<file path="config.mk">
export PLATFORM = sky130hd
export DESIGN_NAME = fetch_execute_queue_flat
export DESIGN_NICKNAME = d
export VERILOG_FILES = /design/src/rtl/fetch_execute_queue_pkg.sv /design/src/rtl/fetch_execute_queue_if.sv /design/src/rtl/fetch_execute_queue_ptr.sv /design/src/rtl/fetch_execute_queue.sv /design/src/flat_wrapper.sv
export SDC_FILE = /design/constraint.sdc
export NUM_CORES = 1
export LEC_CHECK = 0
export ABC_AREA = 1
export BUFFER_PORTS_ARGS = -buffer_cell sky130_fd_sc_hd__buf_2
export CORE_MARGIN = 10
export CORE_UTILIZATION = 37
export CTS_CLUSTER_SIZE = 14
export DETAILED_ROUTE_END_ITERATION = 10
export SLEW_MARGIN = 20
export SYNTH_ARGS = -nofsm -noshare
export SYNTH_HDL_FRONTEND = slang
export SYNTH_HIERARCHICAL = 1
export SYNTH_SLANG_ARGS = --single-unit
export TNS_END_PERCENT = 5
</file>
<file path="constraint.sdc">
create_clock -name clk -period 18.2 [get_ports clk]
set_input_delay 0.91 -clock clk [delete_from_list [all_inputs] [get_ports clk]]
set_output_delay 0.91 -clock clk [all_outputs]
set_load 0.01 [all_outputs]
</file>
<file path="src/rtl/fetch_execute_queue_pkg.sv">
// ---------------------------------------------------------------------------
// fetch_execute_queue_pkg
//   Shared types for the fetch -> execute decoupling queue.
//   word_t              : 32-bit machine word
//   fetch_queue_entry_t : one buffered fetch result (pc, instruction, fault)
//   make_entry()        : packs the three fetch fields into one entry
// ---------------------------------------------------------------------------
package fetch_execute_queue_pkg;

    typedef logic [31:0] word_t;

    typedef struct packed {
        word_t pc;
        word_t instr;
        logic  fault;
    } fetch_queue_entry_t;

    localparam word_t DEFAULT_RESET_PC = 32'h0000_0200;

    function automatic fetch_queue_entry_t make_entry(word_t pc, word_t instr, logic fault);
        fetch_queue_entry_t e;
        e.pc    = pc;
        e.instr = instr;
        e.fault = fault;
        return e;
    endfunction

endpackage

</file>
<file path="src/rtl/fetch_execute_queue_if.sv">
// ---------------------------------------------------------------------------
// fetch_execute_queue_if
//   Bundles the enqueue (fetch side), dequeue (execute side) and redirect
//   signals of the fetch -> execute queue.
//   master : the pipeline stages around the queue (drive enq_*, deq_ready,
//            flush, brj_addr; observe everything else)
//   slave  : the queue itself
//   count is $clog2(DEPTH+1) bits wide so it can represent a full queue.
// ---------------------------------------------------------------------------
interface fetch_execute_queue_if #(
    parameter int DEPTH = 4
);
    import fetch_execute_queue_pkg::*;

    localparam int CNT_W = $clog2(DEPTH + 1);

    logic             enq_valid;
    logic             enq_ready;
    word_t            enq_pc;
    word_t            enq_instr;
    logic             enq_fault;

    logic             deq_valid;
    logic             deq_ready;
    word_t            deq_pc;
    word_t            deq_instr;
    logic             deq_fault;

    logic             flush;
    word_t            brj_addr;
    logic             redirect_valid;
    word_t            redirect_addr;

    logic [CNT_W-1:0] count;

    modport master (
        output enq_valid, enq_pc, enq_instr, enq_fault,
        output deq_ready, flush, brj_addr,
        input  enq_ready, deq_valid, deq_pc, deq_instr, deq_fault,
        input  redirect_valid, redirect_addr, count
    );

    modport slave (
        input  enq_valid, enq_pc, enq_instr, enq_fault,
        input  deq_ready, flush, brj_addr,
        output enq_ready, deq_valid, deq_pc, deq_instr, deq_fault,
        output redirect_valid, redirect_addr, count
    );

endinterface

</file>
<file path="src/rtl/fetch_execute_queue_ptr.sv">
// ---------------------------------------------------------------------------
// fetch_execute_queue_ptr
//   Read/write pointer and occupancy bookkeeping for a power-of-two circular
//   buffer. Kept free of any payload so other queues can reuse it.
//   clk, rst : clock and asynchronous active-high reset
//   clear    : synchronous flush of pointers and count (wins over push/pop)
//   push     : an entry is written at wr_ptr this cycle
//   pop      : the entry at rd_ptr is consumed this cycle
//   rd_ptr, wr_ptr : buffer indices, wrap DEPTH-1 -> 0 by natural overflow
//   count    : occupied entries;  full / empty : decoded from count
// ---------------------------------------------------------------------------
module fetch_execute_queue_ptr #(
    parameter int DEPTH = 4
) (
    input  logic                         clk,
    input  logic                         rst,
    input  logic                         clear,
    input  logic                         push,
    input  logic                         pop,
    output logic [$clog2(DEPTH)-1:0]     rd_ptr,
    output logic [$clog2(DEPTH)-1:0]     wr_ptr,
    output logic [$clog2(DEPTH+1)-1:0]   count,
    output logic                         full,
    output logic                         empty
);

    localparam int PTR_W = $clog2(DEPTH);
    localparam int CNT_W = $clog2(DEPTH + 1);

    // Pointers advance independently; count only moves when exactly one of
    // push/pop happens, so a simultaneous push and pop leaves it unchanged.
    always_ff @(posedge clk or posedge rst) begin
        if (rst) begin
            rd_ptr <= '0;
            wr_ptr <= '0;
            count  <= '0;
        end else if (clear) begin
            rd_ptr <= '0;
            wr_ptr <= '0;
            count  <= '0;
        end else begin
            if (push) begin
                wr_ptr <= wr_ptr + PTR_W'(1);
            end
            if (pop) begin
                rd_ptr <= rd_ptr + PTR_W'(1);
            end
            if (push && !pop) begin
                count <= count + CNT_W'(1);
            end else if (pop && !push) begin
                count <= count - CNT_W'(1);
            end
        end
    end

    assign full  = (count == CNT_W'(DEPTH));
    assign empty = (count == '0);

endmodule

</file>
<file path="src/rtl/fetch_execute_queue.sv">
// ---------------------------------------------------------------------------
// fetch_execute_queue
//   Decouples fetch from execute with a DEPTH-entry circular buffer and
//   valid/ready handshakes on both sides. A flush from execute discards all
//   buffered instructions and returns the branch/jump target to fetch as a
//   registered one-cycle redirect pulse.
//   Parameters : DEPTH (power of two, >= 2), BYPASS (empty-queue pass
//                through), RESET_PC (redirect_addr after reset)
//   clk, rst   : clock and asynchronous active-high reset
//   bus        : fetch_execute_queue_if slave modport
//                enq_* in from fetch, deq_* out to execute, flush/brj_addr
//                in from execute, redirect_* and count out
// ---------------------------------------------------------------------------
module fetch_execute_queue
    import fetch_execute_queue_pkg::*;
#(
    parameter int    DEPTH    = 4,
    parameter bit    BYPASS   = 1'b1,
    parameter word_t RESET_PC = DEFAULT_RESET_PC
) (
    input  logic                  clk,
    input  logic                  rst,
    fetch_execute_queue_if.slave  bus
);

    localparam int PTR_W = $clog2(DEPTH);
    localparam int CNT_W = $clog2(DEPTH + 1);

    logic [PTR_W-1:0]   rd_ptr;
    logic [PTR_W-1:0]   wr_ptr;
    logic [CNT_W-1:0]   count;
    logic               full;
    logic               empty;

    logic               enq_ready;
    logic               deq_valid;
    logic               enq_fire;
    logic               deq_fire;
    logic               pass_through;
    logic               push;
    logic               pop;

    fetch_queue_entry_t enq_entry;
    fetch_queue_entry_t head_entry;
    fetch_queue_entry_t mem [DEPTH];

    logic               redirect_valid;
    word_t              redirect_addr;

    fetch_execute_queue_ptr #(
        .DEPTH (DEPTH)
    ) u_ptr (
        .clk    (clk),
        .rst    (rst),
        .clear  (bus.flush),
        .push   (push),
        .pop    (pop),
        .rd_ptr (rd_ptr),
        .wr_ptr (wr_ptr),
        .count  (count),
        .full   (full),
        .empty  (empty)
    );

    assign enq_entry = make_entry(bus.enq_pc, bus.enq_instr, bus.enq_fault);

    // Handshake decode. enq_ready looks only at occupancy and flush, so a
    // full queue stays closed even while execute drains an entry; the slot
    // becomes available on the following cycle. With BYPASS an empty queue
    // shows the incoming instruction directly, and if execute takes it in
    // the same cycle it never touches the buffer.
    always_comb begin
        enq_ready    = 1'b0;
        deq_valid    = 1'b0;
        enq_fire     = 1'b0;
        deq_fire     = 1'b0;
        pass_through = 1'b0;
        push         = 1'b0;
        pop          = 1'b0;
        head_entry   = mem[rd_ptr];

        enq_ready = !full && !bus.flush;
        if (!bus.flush) begin
            if (!empty) begin
                deq_valid = 1'b1;
            end else if (BYPASS) begin
                deq_valid  = bus.enq_valid;
                head_entry = enq_entry;
            end
        end

        enq_fire     = bus.enq_valid && enq_ready;
        deq_fire     = deq_valid && bus.deq_ready;
        pass_through = BYPASS && empty && enq_fire && deq_fire;
        push         = enq_fire && !pass_through;
        pop          = deq_fire && !empty;
    end

    // Payload storage carries no reset; only pointers and count decide
    // which entries are meaningful.
    always_ff @(posedge clk) begin
        if (push) begin
            mem[wr_ptr] <= enq_entry;
        end
    end

    // Redirect back to fetch: a pulse the cycle after each flush, with the
    // target address held until the next flush.
    always_ff @(posedge clk or posedge rst) begin
        if (rst) begin
            redirect_valid <= 1'b0;
            redirect_addr  <= RESET_PC;
        end else begin
            redirect_valid <= bus.flush;
            if (bus.flush) begin
                redirect_addr <= bus.brj_addr;
            end
        end
    end

    assign bus.enq_ready      = enq_ready;
    assign bus.deq_valid      = deq_valid;
    assign bus.deq_pc         = head_entry.pc;
    assign bus.deq_instr      = head_entry.instr;
    assign bus.deq_fault      = head_entry.fault;
    assign bus.redirect_valid = redirect_valid;
    assign bus.redirect_addr  = redirect_addr;
    assign bus.count          = count;

endmodule

</file>
<file path="src/flat_wrapper.sv">
// flat-port wrapper written by rule: the top's interface ports become plain ports
module fetch_execute_queue_flat import fetch_execute_queue_pkg::*;
#(
    parameter int    DEPTH    = 4,
    parameter bit    BYPASS   = 1'b1,
    parameter word_t RESET_PC = DEFAULT_RESET_PC
)
  (clk, rst, bus_enq_valid, bus_enq_pc, bus_enq_instr, bus_enq_fault, bus_deq_ready, bus_flush, bus_brj_addr, bus_enq_ready, bus_deq_valid, bus_deq_pc, bus_deq_instr, bus_deq_fault, bus_redirect_valid, bus_redirect_addr, bus_count);
  fetch_execute_queue_if #(.DEPTH(DEPTH)) bus_i ();
  input  logic clk;
  input  logic rst;
  input wire logic [$bits(bus_i.enq_valid)-1:0] bus_enq_valid;
  input wire logic [$bits(bus_i.enq_pc)-1:0] bus_enq_pc;
  input wire logic [$bits(bus_i.enq_instr)-1:0] bus_enq_instr;
  input wire logic [$bits(bus_i.enq_fault)-1:0] bus_enq_fault;
  input wire logic [$bits(bus_i.deq_ready)-1:0] bus_deq_ready;
  input wire logic [$bits(bus_i.flush)-1:0] bus_flush;
  input wire logic [$bits(bus_i.brj_addr)-1:0] bus_brj_addr;
  output wire logic [$bits(bus_i.enq_ready)-1:0] bus_enq_ready;
  output wire logic [$bits(bus_i.deq_valid)-1:0] bus_deq_valid;
  output wire logic [$bits(bus_i.deq_pc)-1:0] bus_deq_pc;
  output wire logic [$bits(bus_i.deq_instr)-1:0] bus_deq_instr;
  output wire logic [$bits(bus_i.deq_fault)-1:0] bus_deq_fault;
  output wire logic [$bits(bus_i.redirect_valid)-1:0] bus_redirect_valid;
  output wire logic [$bits(bus_i.redirect_addr)-1:0] bus_redirect_addr;
  output wire logic [$bits(bus_i.count)-1:0] bus_count;
  assign bus_i.enq_valid = bus_enq_valid;
  assign bus_i.enq_pc = bus_enq_pc;
  assign bus_i.enq_instr = bus_enq_instr;
  assign bus_i.enq_fault = bus_enq_fault;
  assign bus_i.deq_ready = bus_deq_ready;
  assign bus_i.flush = bus_flush;
  assign bus_i.brj_addr = bus_brj_addr;
  assign bus_enq_ready = bus_i.enq_ready;
  assign bus_deq_valid = bus_i.deq_valid;
  assign bus_deq_pc = bus_i.deq_pc;
  assign bus_deq_instr = bus_i.deq_instr;
  assign bus_deq_fault = bus_i.deq_fault;
  assign bus_redirect_valid = bus_i.redirect_valid;
  assign bus_redirect_addr = bus_i.redirect_addr;
  assign bus_count = bus_i.count;
  fetch_execute_queue #(.DEPTH(DEPTH), .BYPASS(BYPASS), .RESET_PC(RESET_PC)) u_core (.clk(clk), .rst(rst), .bus(bus_i));
endmodule
</file>
==> impl_metrics.json, run 1 <==
{
  "grt_pass1_wl_um": 50650,
  "setup_viol": 0,
  "grt_pass1_vias": 9429,
  "syn-instance-count": 1432,
  "critical_path_cell_count": 8,
  "viasPerCell": 4.467,
  "cp_common_cell": "buf_2",
  "root_buffer": "clkbuf_16",
  "final_max_slew_viol_count": 0,
  "finClkSkew_ps": 11.77,
  "rr_worst_depth": 13,
  "worst_pin_slew_ps": 939.4,
  "place_ws_ps": 13560,
  "fillers": 3481,
  "p_seq_frac": 0.434,
  "pwr-share-comb": 0.194,
  "finalHoldViolCount": 0,
  "drt_pass1_iterations": 4,
  "cts_tree": "built",
  "power_density_nw_per_um2": 113.7,
  "cts.hold.buffers_added": 0,
  "detailed_place.area_um2": 15040,
  "yosys_warnings": 6,
  "dieArea_um2": 44960,
  "ant_nets": 0,
  "critPathMaxStageDelay_ps": 620,
  "die_h_um": 212.0,
  "htreeDepth": 2,
  "cp_cell_sequence": "buf_2 -> clkinv_4 -> nand2_4 -> buf_4 -> nand3_1 -> nand2_1 -> inv_1 -> buf_2",
  "grt_max_degree": 77,
  "ff_latch_area_um2": 8815,
  "fin_cells": 2115,
  "cts_resized": 0,
  "status": "completed",
  "ir_worst_vdd_mv": 0.05618,
  "antenna_found_initial": 7,
  "required_ps": 17290,
  "crit_family": "buffers and inverters",
  "power.total_mw": 1.841,
  "fin_ws_ps": 13600,
  "numCtsBuffers": 34,
  "cts_num_sinks": 300,
  "hold_class": "in -> async",
  "cts.clk_slew.worst_paths_ps": 60,
  "swShare": 0.2769,
  "period_minus_slack_ps": 4604,
  "path_buf_inv": 5,
  "maxSlewHeadroom": 0.3737,
  "syn_area_per_cell_um2": 9.529,
  "final_cell_mix": "nand2_1, inv_1, edfxtp_1, buf_2, nand3_1",
  "syn_to_final_growth_pct": 18.60,
  "rsz0062_at_grt": "no",
  "ys_ff_latch": 300,
  "hpwl_um": 19030,
  "die_w_um": 212.0,
  "post_cts_buffers": 0,
  "rows": 70,
  "coreArea_um2": 36520,
  "via_count": 9447,
  "maxCapViolCount": 0,
  "drtIter0Drc": 516,
  "clkPwrFrac": 0.372,
  "p_int_mw": 1.331,
  "utilization": 0.4431,
  "io_buffers": 204,
  "initial_core_util": 0.3736,
  "yosysUniqueCellTypes": 27,
  "clock_path_buffers": 3,
  "drive_above_1_share": 0.1714,
  "gp_congestion": 0.7272,
  "critPathMaxFanout": 68,
  "multi_input_area_um2": 3226,
  "clock_latency_ps": 490,
  "yosysSeqAreaShare": 0.6456,
  "syn_nets": 1535,
  "cellLeakagePower_nw": 7.782,
  "route.detailed.drc": 0,
  "crit_type": "in -> out",
  "dp_cells": 2054,
  "routedWlPerCell_um": 14.95,
  "fmaxAchievable_mhz": 217.2,
  "drt_wl_total_um": 31620,
  "fin_crit_sh": 0.2530,
  "mostFrequentLayoutCell": "nand2_1",
  "p_sw_uw": 509.7,
  "gr-total-overflow": 0,
  "syn_area_um2": 13650,
  "hold_slack_ps": 346.0,
  "fin_nets": 1725,
  "crit_path_start_kind": "input port",
  "critPathSlowestCell": "nand2_4",
  "setup.worst_path.end_class": "output port",
  "crit_arrival_ps": 3690,
  "fin_area_um2": 16180,
  "grt.total_usage": 0.1408,
  "fin_setup_tns_ps": 0,
  "boundaryPins": 205
}
==> synthesized netlist by cell type <==
library cell,n,area share
buf_1,1,0.00027
nand4_1,3,0.0014
nand3_1,198,0.073
dfrtp_1,39,0.072
nand2_1,436,0.12
or2_0,40,0.018
buf_2,34,0.012
nand3_2,1,0.00073
clkbuf_1,17,0.0047
fa_1,1,0.0015
buf_4,6,0.0033
nor3_1,7,0.0026
nand2_2,1,0.00046
xor2_1,2,0.0013
dfstp_2,1,0.0019
a21oi_1,3,0.0011
inv_2,4,0.0011
clkinv_4,1,0.00064
edfxtp_1,260,0.57
nor2_2,1,0.00046
o21ai_0,2,0.00073
or2_1,25,0.011
inv_1,335,0.092
o21ai_1,1,0.00037
nor2_1,6,0.0017
clkinv_1,1,0.00027
buf_6,6,0.0050
==> state kept, by name (all words and copies together), names as in the netlist <==
register	cells
u_core/u_ptr/count	3
u_core/mem	260
u_core/bus.redirect_addr	32
u_core/u_ptr/wr_ptr	2
u_core/bus.redirect_valid	1
u_core/u_ptr/rd_ptr	2
==> path summary, 6_finish.rpt <==
check | end | slack, ps | startpoint
max | bus_deq_instr[1] | 13600 | bus_flush
min | u_core/u_ptr/rd_ptr[0] | 350 | rst
max reg2reg | u_core/u_ptr/count[2] | 15550 | u_core/u_ptr/count[2]
min reg2reg | u_core/bus.redirect_addr[1] | 470 | u_core/bus.redirect_addr[1]
max in group asynchronous | u_core/bus.redirect_addr[9] | 17350 | rst
min in group clk | u_core/bus.redirect_addr[1] | 470 | u_core/bus.redirect_addr[1]
==> power groups by stage <==
| stage | Combinational, mW | Clock (mW) | Sequential (mW) |
|---|---|---|---|
| 2_1_floorplan | 0.236 | 0 | 0.809 |
| 3_5_place_dp | 0.368 | 0 | 0.812 |
| 4_1_cts | 0.369 | 0.705 | 0.799 |
| 5_1_grt | 0.412 | 0.733 | 0.802 |
| 6_report | 0.358 | 0.685 | 0.798 |
| 3_3_place_gp | 0.363 | 0 | 0.812 |
==> layout make-up <==
class / instances / share of cell area
well taps: 468 / 0.03618
flip-flops and latches: 300 / 0.5446
inverters: 341 / 0.07955
clock buffers: 46 / 0.06185
clock inverters: 13 / 0.008581
repair buffers: 218 / 0.06958
diodes: 2 / 0.0003092
multi-input cells: 727 / 0.1993
==> cells by family after synthesis <==
family	synth area share
buf+inv	0.1198
compound gates	0.002200
flops	0.6456
fa+ha+maj	0.001467
xor+xnor	0.001284
simple gates	0.2296
==> layer usage <==
metal / vias to the layer above / track usage / share of wire
met4: 8 / 0.03099 / 0.015
li1: 4789 / - / -
met2: 207 / 0.2312 / 0.47
met5: - / 0 / 0.0011
met1: 4401 / 0.1824 / 0.45
met3: 42 / 0.03755 / 0.067
Note: power is estimated with default switching activity, not from simulation.
==> inputs of run 2 (changes only) <==
==> constraint.sdc (replaced) <==
create_clock -name clk -period 3.7 [get_ports clk]
set_input_delay 0.185 -clock clk [delete_from_list [all_inputs] [get_ports clk]]
set_output_delay 0.185 -clock clk [all_outputs]
set_load 0.01 [all_outputs]
==> run 2 against run 1 <==
Via count rose by 4.4%. Register-to-register slack worse by 15000 ps. Design area rose by 5.7%. Sequential cell count is the same. Utilization grew 2.5 points. Global-route usage increased by 0.39 points. Clock skew is 5.9 ps lower. Clock power grew to 4.3 times the previous value. Combinational power rose to 5.4 times the previous value. Final cell count grew 4.7%. Die area stayed put. Critical path depth shrank 1. Highest routed layer is now met4.
==> impl_metrics.json, run 2 (same netlist as run 1, synthesis figures left out) <==
{
  "grt_pass1_vias": 9950,
  "path_buf_inv": 3,
  "antenna_found_initial": 1,
  "drtIter0Drc": 430,
  "route.detailed.drc": 0,
  "root_buffer": "clkbuf_16",
  "fin_cells": 2214,
  "critical_path_cell_count": 7,
  "fin_area_um2": 17110,
  "route.met3.wl_um": 1961,
  "finClkSkew_ps": 5.843,
  "ant_nets": 0,
  "cts_num_sinks": 300,
  "final_cell_mix": "nand2_1, inv_1, edfxtp_1, buf_2, nand3_1",
  "p_seq_frac": 0.442,
  "setup.worst_path.end_class": "output port",
  "power_density_nw_per_um2": 514.1,
  "detailed_place.area_um2": 15140,
  "drt_pass1_iterations": 7,
  "pwr-share-comb": 0.220,
  "worstReg2RegEnd": "u_core/u_ptr/count[2]",
  "reg2reg_from": "u_core/u_ptr/count[2]",
  "cts_tree": "built",
  "wl_met2_um": 16040,
  "hold_path_depth": 4,
  "cts.clk_slew.worst_paths_ps": 60,
  "fmaxAchievable_mhz": 352.0,
  "required_ps": 3510,
  "coreArea_um2": 36520,
  "setup_viol": 0,
  "maxCapViolCount": 0,
  "crit_arrival_ps": 2660,
  "rows": 70,
  "cellLeakagePower_nw": 8.160,
  "gr-total-overflow": 0,
  "grt_max_degree": 134,
  "crit_type": "reg -> out",
  "routedWlPerCell_um": 14.75,
  "final_max_slew_viol_count": 0,
  "ir_worst_vdd_mv": 0.3316,
  "r2r_slack_ps": 950,
  "swShare": 0.2891,
  "top_layer": "met4",
  "gp_congestion": 0.8120,
  "rr_worst_depth": 13,
  "critPathMaxStageDelay_ps": 540,
  "top_register": "u_core/mem",
  "critPathMaxFanout": 55,
  "largest_reg_flops": 260,
  "die_h_um": 212.0,
  "clkPwrFrac": 0.338,
  "min_to": "u_core/u_ptr/rd_ptr[0]",
  "dp_cells": 2057,
  "clock_latency_ps": 560,
  "via_count": 9859,
  "die_w_um": 212.0,
  "drt_wl_total_um": 32660,
  "initial_core_util": 0.3736,
  "crit_path_start_kind": "flip-flop",
  "cp_cell_sequence": "nor3_1 -> nand2_4 -> buf_4 -> or2_0 -> nand2_1 -> inv_1 -> buf_2",
  "io_buffers": 204,
  "fin_nets": 1824,
  "p_sw_mw": 2.543,
  "utilization": 0.4683,
  "boundaryPins": 205,
  "crit_family": "simple AND/OR/NAND/NOR gates",
  "top_regs": "u_core/mem x260, u_core/bus.redirect_addr x32, u_core/u_ptr/count x3",
  "rsz0062_at_grt": "no",
  "p_int_mw": 6.251,
  "met1Wirelength_um": 14120,
  "status": "completed",
  "min_from": "bus_deq_ready",
  "fillers": 3338,
  "dieArea_um2": 44960,
  "fin_ws_ps": 859.1,
  "fin_crit_sh": 0.7678,
  "cts_resized": 0,
  "mostFrequentLayoutCell": "nand2_1",
  "clock_path_buffers": 3,
  "drive_above_1_share": 0.1616,
  "viasPerCell": 4.453,
  "worst_pin_slew_ps": 974.4,
  "maxSlewHeadroom": 0.3504,
  "numCtsBuffers": 31,
  "grt_pass1_wl_um": 52760,
  "period_minus_slack_ps": 2841,
  "critPathSlowestCell": "nor3_1",
  "finalHoldViolCount": 0,
  "hpwl_um": 18800,
  "htreeDepth": 1,
  "place_ws_ps": 999.3,
  "hold_class": "in -> reg",
  "syn_to_final_growth_pct": 25.35,
  "grt.total_usage": 0.1447
}
## run 2: cell count changes in the layout (fill, tap and decap cells not counted), moves of 2 or more
cell,previous run,this run
buf_12,0,4
bufinv_16,3,1
clkbuf_1,6,9
clkbuf_16,38,33
clkinv_1,5,3
clkinv_2,5,8
dlygate4sd3_1,0,99
nor3_2,4,0
nor3_4,0,4
## run 2: worst max-delay path by stage
stage	from	endpoint	slack [ps]
after global placement	u_core/u_ptr/count[2]	u_core/u_ptr/count[2]	1060
after floorplan	u_core/u_ptr/count[2]	u_core/mem[0][0]	-210
after CTS	u_core/u_ptr/count[2]	bus_deq_instr[12]	810
final	u_core/u_ptr/count[2]	bus_deq_instr[30]	860
after global routing	u_core/u_ptr/count[2]	bus_deq_instr[12]	600
after detailed placement	u_core/u_ptr/count[2]	u_core/u_ptr/count[2]	1000
## run 2: metrics by stage
step / power, mW / TNS [ps] / hold WS, ps
after floorplan: 5.139 / -54490 / -11.60
after detailed placement: 5.848 / 0 / 48.71
after global routing: 9.297 / 0 / 97.77
final: 8.794 / 0 / 94.43
after CTS: 8.932 / 0 / 64.77
after global placement: 5.817 / 0 / 41.59
## run 2: layout make-up
class | instances | area, µm² | share of cell area
clock buffer | 43 | 873.3 | 0.05106
timing repair buffer | 320 | 2190 | 0.1280
multi-input combinational | 727 | 3251 | 0.1900
sequential | 300 | 8815 | 0.5153
inverter | 341 | 1287 | 0.07527
tap | 468 | 585.6 | 0.03423
antenna | 1 | 2.502 | 0.0001463
clock inverter | 14 | 101.3 | 0.005925
## run 2: timing repair
item                                   CTS  global route
buffers inserted                         0             0
endpoints found under the hold margin  331             0
hold buffers                            99             0
## run 2: power by group through the flow
stage          logic (mW)  clock network (mW)  registers, mW
3_5_place_dp         1.89                   0           3.95
4_1_cts              1.98                3.07           3.89
2_1_floorplan        1.16                   0           3.97
6_report             1.93                2.97           3.89
3_3_place_gp         1.87                   0           3.95
5_1_grt              2.19                3.20           3.90
## run 2: routing by layer
| layer | up-vias | global-route usage |
|---|---|---|
| met5 | - | 0 |
| met4 | 0 | 0.03099 |
| met3 | 41 | 0.03254 |
| met2 | 216 | 0.2531 |
| met1 | 4615 | 0.1784 |
| li1 | 4987 | - |
## run 2: worst register-to-register path: stages, from the launching register on
cell and delay, ps:
dfrtp_1 440, nor3_1 540, nand4_1 150, nand2_1 350
inv_1 190, inv_2 100, nor2_2 40, fa_1 420
inv_1 100, nand2_1 60, nand3_1 90, nand2_1 50
nand2_1 60, nand2_1 50
==> inputs of run 3 (changes only) <==
==> constraint.sdc (replaced) <==
create_clock -name clk -period 2.85 [get_ports clk]
set_input_delay 0.1425 -clock clk [delete_from_list [all_inputs] [get_ports clk]]
set_output_delay 0.1425 -clock clk [all_outputs]
set_load 0.01 [all_outputs]
==> run 3 against run 2 <==
Routed wire length decreased by 1.8%. Worst hold slack improved by 46 ps. Clock-buffer cell count unchanged. Setup slack got worse by 650 ps. Total power increased by 32%. Critical path depth increased by 1. Critical endpoint is now bus_deq_pc[29]. Die area unchanged. Utilization increased by 0.33 points.
==> impl_metrics.json, run 3 (same netlist as run 1, synthesis figures left out) <==
{
  "status": "completed",
  "setup_viol": 0,
  "final_cell_mix": "nand2_1, inv_1, edfxtp_1, buf_2, nand3_1",
  "cellLeakagePower_nw": 8.187,
  "rsz0062_at_grt": "no",
  "grt_pass1_vias": 10010,
  "syn_to_final_growth_pct": 26.24,
  "antenna_found_initial": 1,
  "rows": 70,
  "ant_nets": 0,
  "fin_ws_ps": 205.5,
  "mostFrequentLayoutCell": "nand2_1",
  "largest_reg_flops": 260,
  "grt.total_usage": 0.1435,
  "grt_pass1_wl_um": 52210,
  "hold_class": "in -> reg",
  "viasPerCell": 4.429,
  "setup.worst_path.end_class": "output port",
  "via_count": 9811,
  "finClkSkew_ps": 14.92,
  "initial_core_util": 0.3736,
  "clock_path_buffers": 3,
  "gr-usage-met1": 0.1753,
  "fin_crit_sh": 0.9279,
  "hpwl_um": 18300,
  "use_met2": 0.2483,
  "grt_max_degree": 134,
  "crit_path_start_kind": "flip-flop",
  "maxCapViolCount": 0,
  "r2r_slack_ps": 520,
  "power_density_nw_per_um2": 675.5,
  "gp_congestion": 0.7860,
  "ir_worst_vdd_mv": 0.3497,
  "io_buffers": 204,
  "power.total_mw": 11.64,
  "cts_num_sinks": 300,
  "period_minus_slack_ps": 2644,
  "worst_pin_slew_ps": 973.3,
  "gr-max-usage-layer": "met2",
  "critPathMaxFanout": 58,
  "root_buffer": "clkbuf_16",
  "fmaxAchievable_mhz": 378.1,
  "clock_latency_ps": 510,
  "numCtsBuffers": 34,
  "path_buf_inv": 4,
  "critPathSlowestCell": "dfrtp_2",
  "crit_arrival_ps": 2500,
  "routedWlPerCell_um": 14.47,
  "coreArea_um2": 36520,
  "crit_type": "reg -> out",
  "htreeDepth": 2,
  "final_max_slew_viol_count": 0,
  "drive_above_1_share": 0.1615,
  "drt_wl_total_um": 32060,
  "crit_family": "simple AND/OR/NAND/NOR gates",
  "cts.clk_slew.worst_paths_ps": 60,
  "cp_cell_sequence": "nor3_1 -> buf_4 -> nand2_4 -> buf_12 -> or2_1 -> nand2_1 -> inv_1 -> buf_2",
  "top_register": "u_core/mem",
  "route.detailed.drc": 0,
  "boundaryPins": 205,
  "finalHoldViolCount": 0,
  "dieArea_um2": 44960,
  "maxSlewHeadroom": 0.3511,
  "cts_resized": 0,
  "place_ws_ps": 545.4,
  "met3_usage": 0.03564,
  "die_h_um": 212.0,
  "post_cts_buffers": 0,
  "required_ps": 2710,
  "gr-total-overflow": 0,
  "fin_setup_tns_ps": 0,
  "fin_nets": 1826,
  "top_regs": "u_core/mem x260, u_core/bus.redirect_addr x32, u_core/u_ptr/count x3",
  "cts_tree": "built",
  "critPathMaxStageDelay_ps": 440,
  "drt_pass1_iterations": 4,
  "drtIter0Drc": 406,
  "die_w_um": 212.0
}
==> run 3: cell count changes in the layout (fill, tap and decap cells not counted), sizes merged <==
cell      change
buf           -1
bufinv        +1
clkinvlp      +1
==> run 3: report_power, final <==
group,internal (mW),switching (mW)
combinational,0.952,1.60
clock,2.39,1.65
sequential,4.98,0.0742
==> run 3: final cells by class <==
cell class,instances,area [µm²]
Antenna cell,1,2.502
Clock buffer,43,884.6
Clock inverter,16,146.4
Fill cell,3334,19300
Inverter,341,1289
Multi-Input combinational cell,727,3258
Sequential cell,300,8816
Tap cell,468,585.6
Timing Repair Buffer,319,2245
==> run 3: worst reg2reg max path: stages, from the launching register on <==
cell and delay [ps]:
dfrtp_2 440, nor3_1 320, nand4_1 160, nand2_2 220, inv_1 150, inv_2 80
nor2_2 40, fa_1 420, inv_1 100, nand2_1 50, nand3_1 80, nand2_1 50
nand2_1 50, nand2_1 50
==> run 3: layer usage <==
| layer | up-vias | part of all wire | routed length, µm |
|---|---|---|---|
| li1 | 4998 | - | - |
| met5 | - | 0 | 0 |
| met2 | 195 | 0.49 | 15550 |
| met3 | 45 | 0.057 | 1834 |
| met4 | 0 | 0.016 | 523 |
| met1 | 4573 | 0.44 | 14150 |
==> run 3: path summary, 6_finish.rpt <==
path,to,cells past startpoint,startpoint
hold reg to reg,u_core/bus.redirect_addr[20],2,u_core/bus.redirect_addr[20]
setup / recovery,bus_deq_pc[29],8,u_core/u_ptr/count[2]
hold / removal,u_core/u_ptr/rd_ptr[0],4,bus_deq_ready
setup reg to reg,u_core/u_ptr/count[2],13,u_core/u_ptr/count[2]
max in group asynchronous,u_core/bus.redirect_addr[9],4,rst
min in group asynchronous,u_core/u_ptr/count[0],3,rst
==> run 3: stage by stage <==
stage          utilization  instance area (µm²)  std cells  hold WS (ps)
6_report            0.4717                17230       2215         140.6
5_1_grt             0.4717                17230       2215         142.2
4_1_cts             0.4716                17220       2214         106.0
3_5_place_dp        0.4162                15200       2056         117.2
3_3_place_gp        0.4162                15200       2056         117.8
2_1_floorplan            -                13700       1432        -54.17
==> run 3: timing repair <==
| item | 4_1_cts | 5_1_grt |
|---|---|---|
| hold endpoints to repair | 332 | 0 |
| setup endpoints to repair | 0 | 0 |
| hold buffers | 99 | 0 |
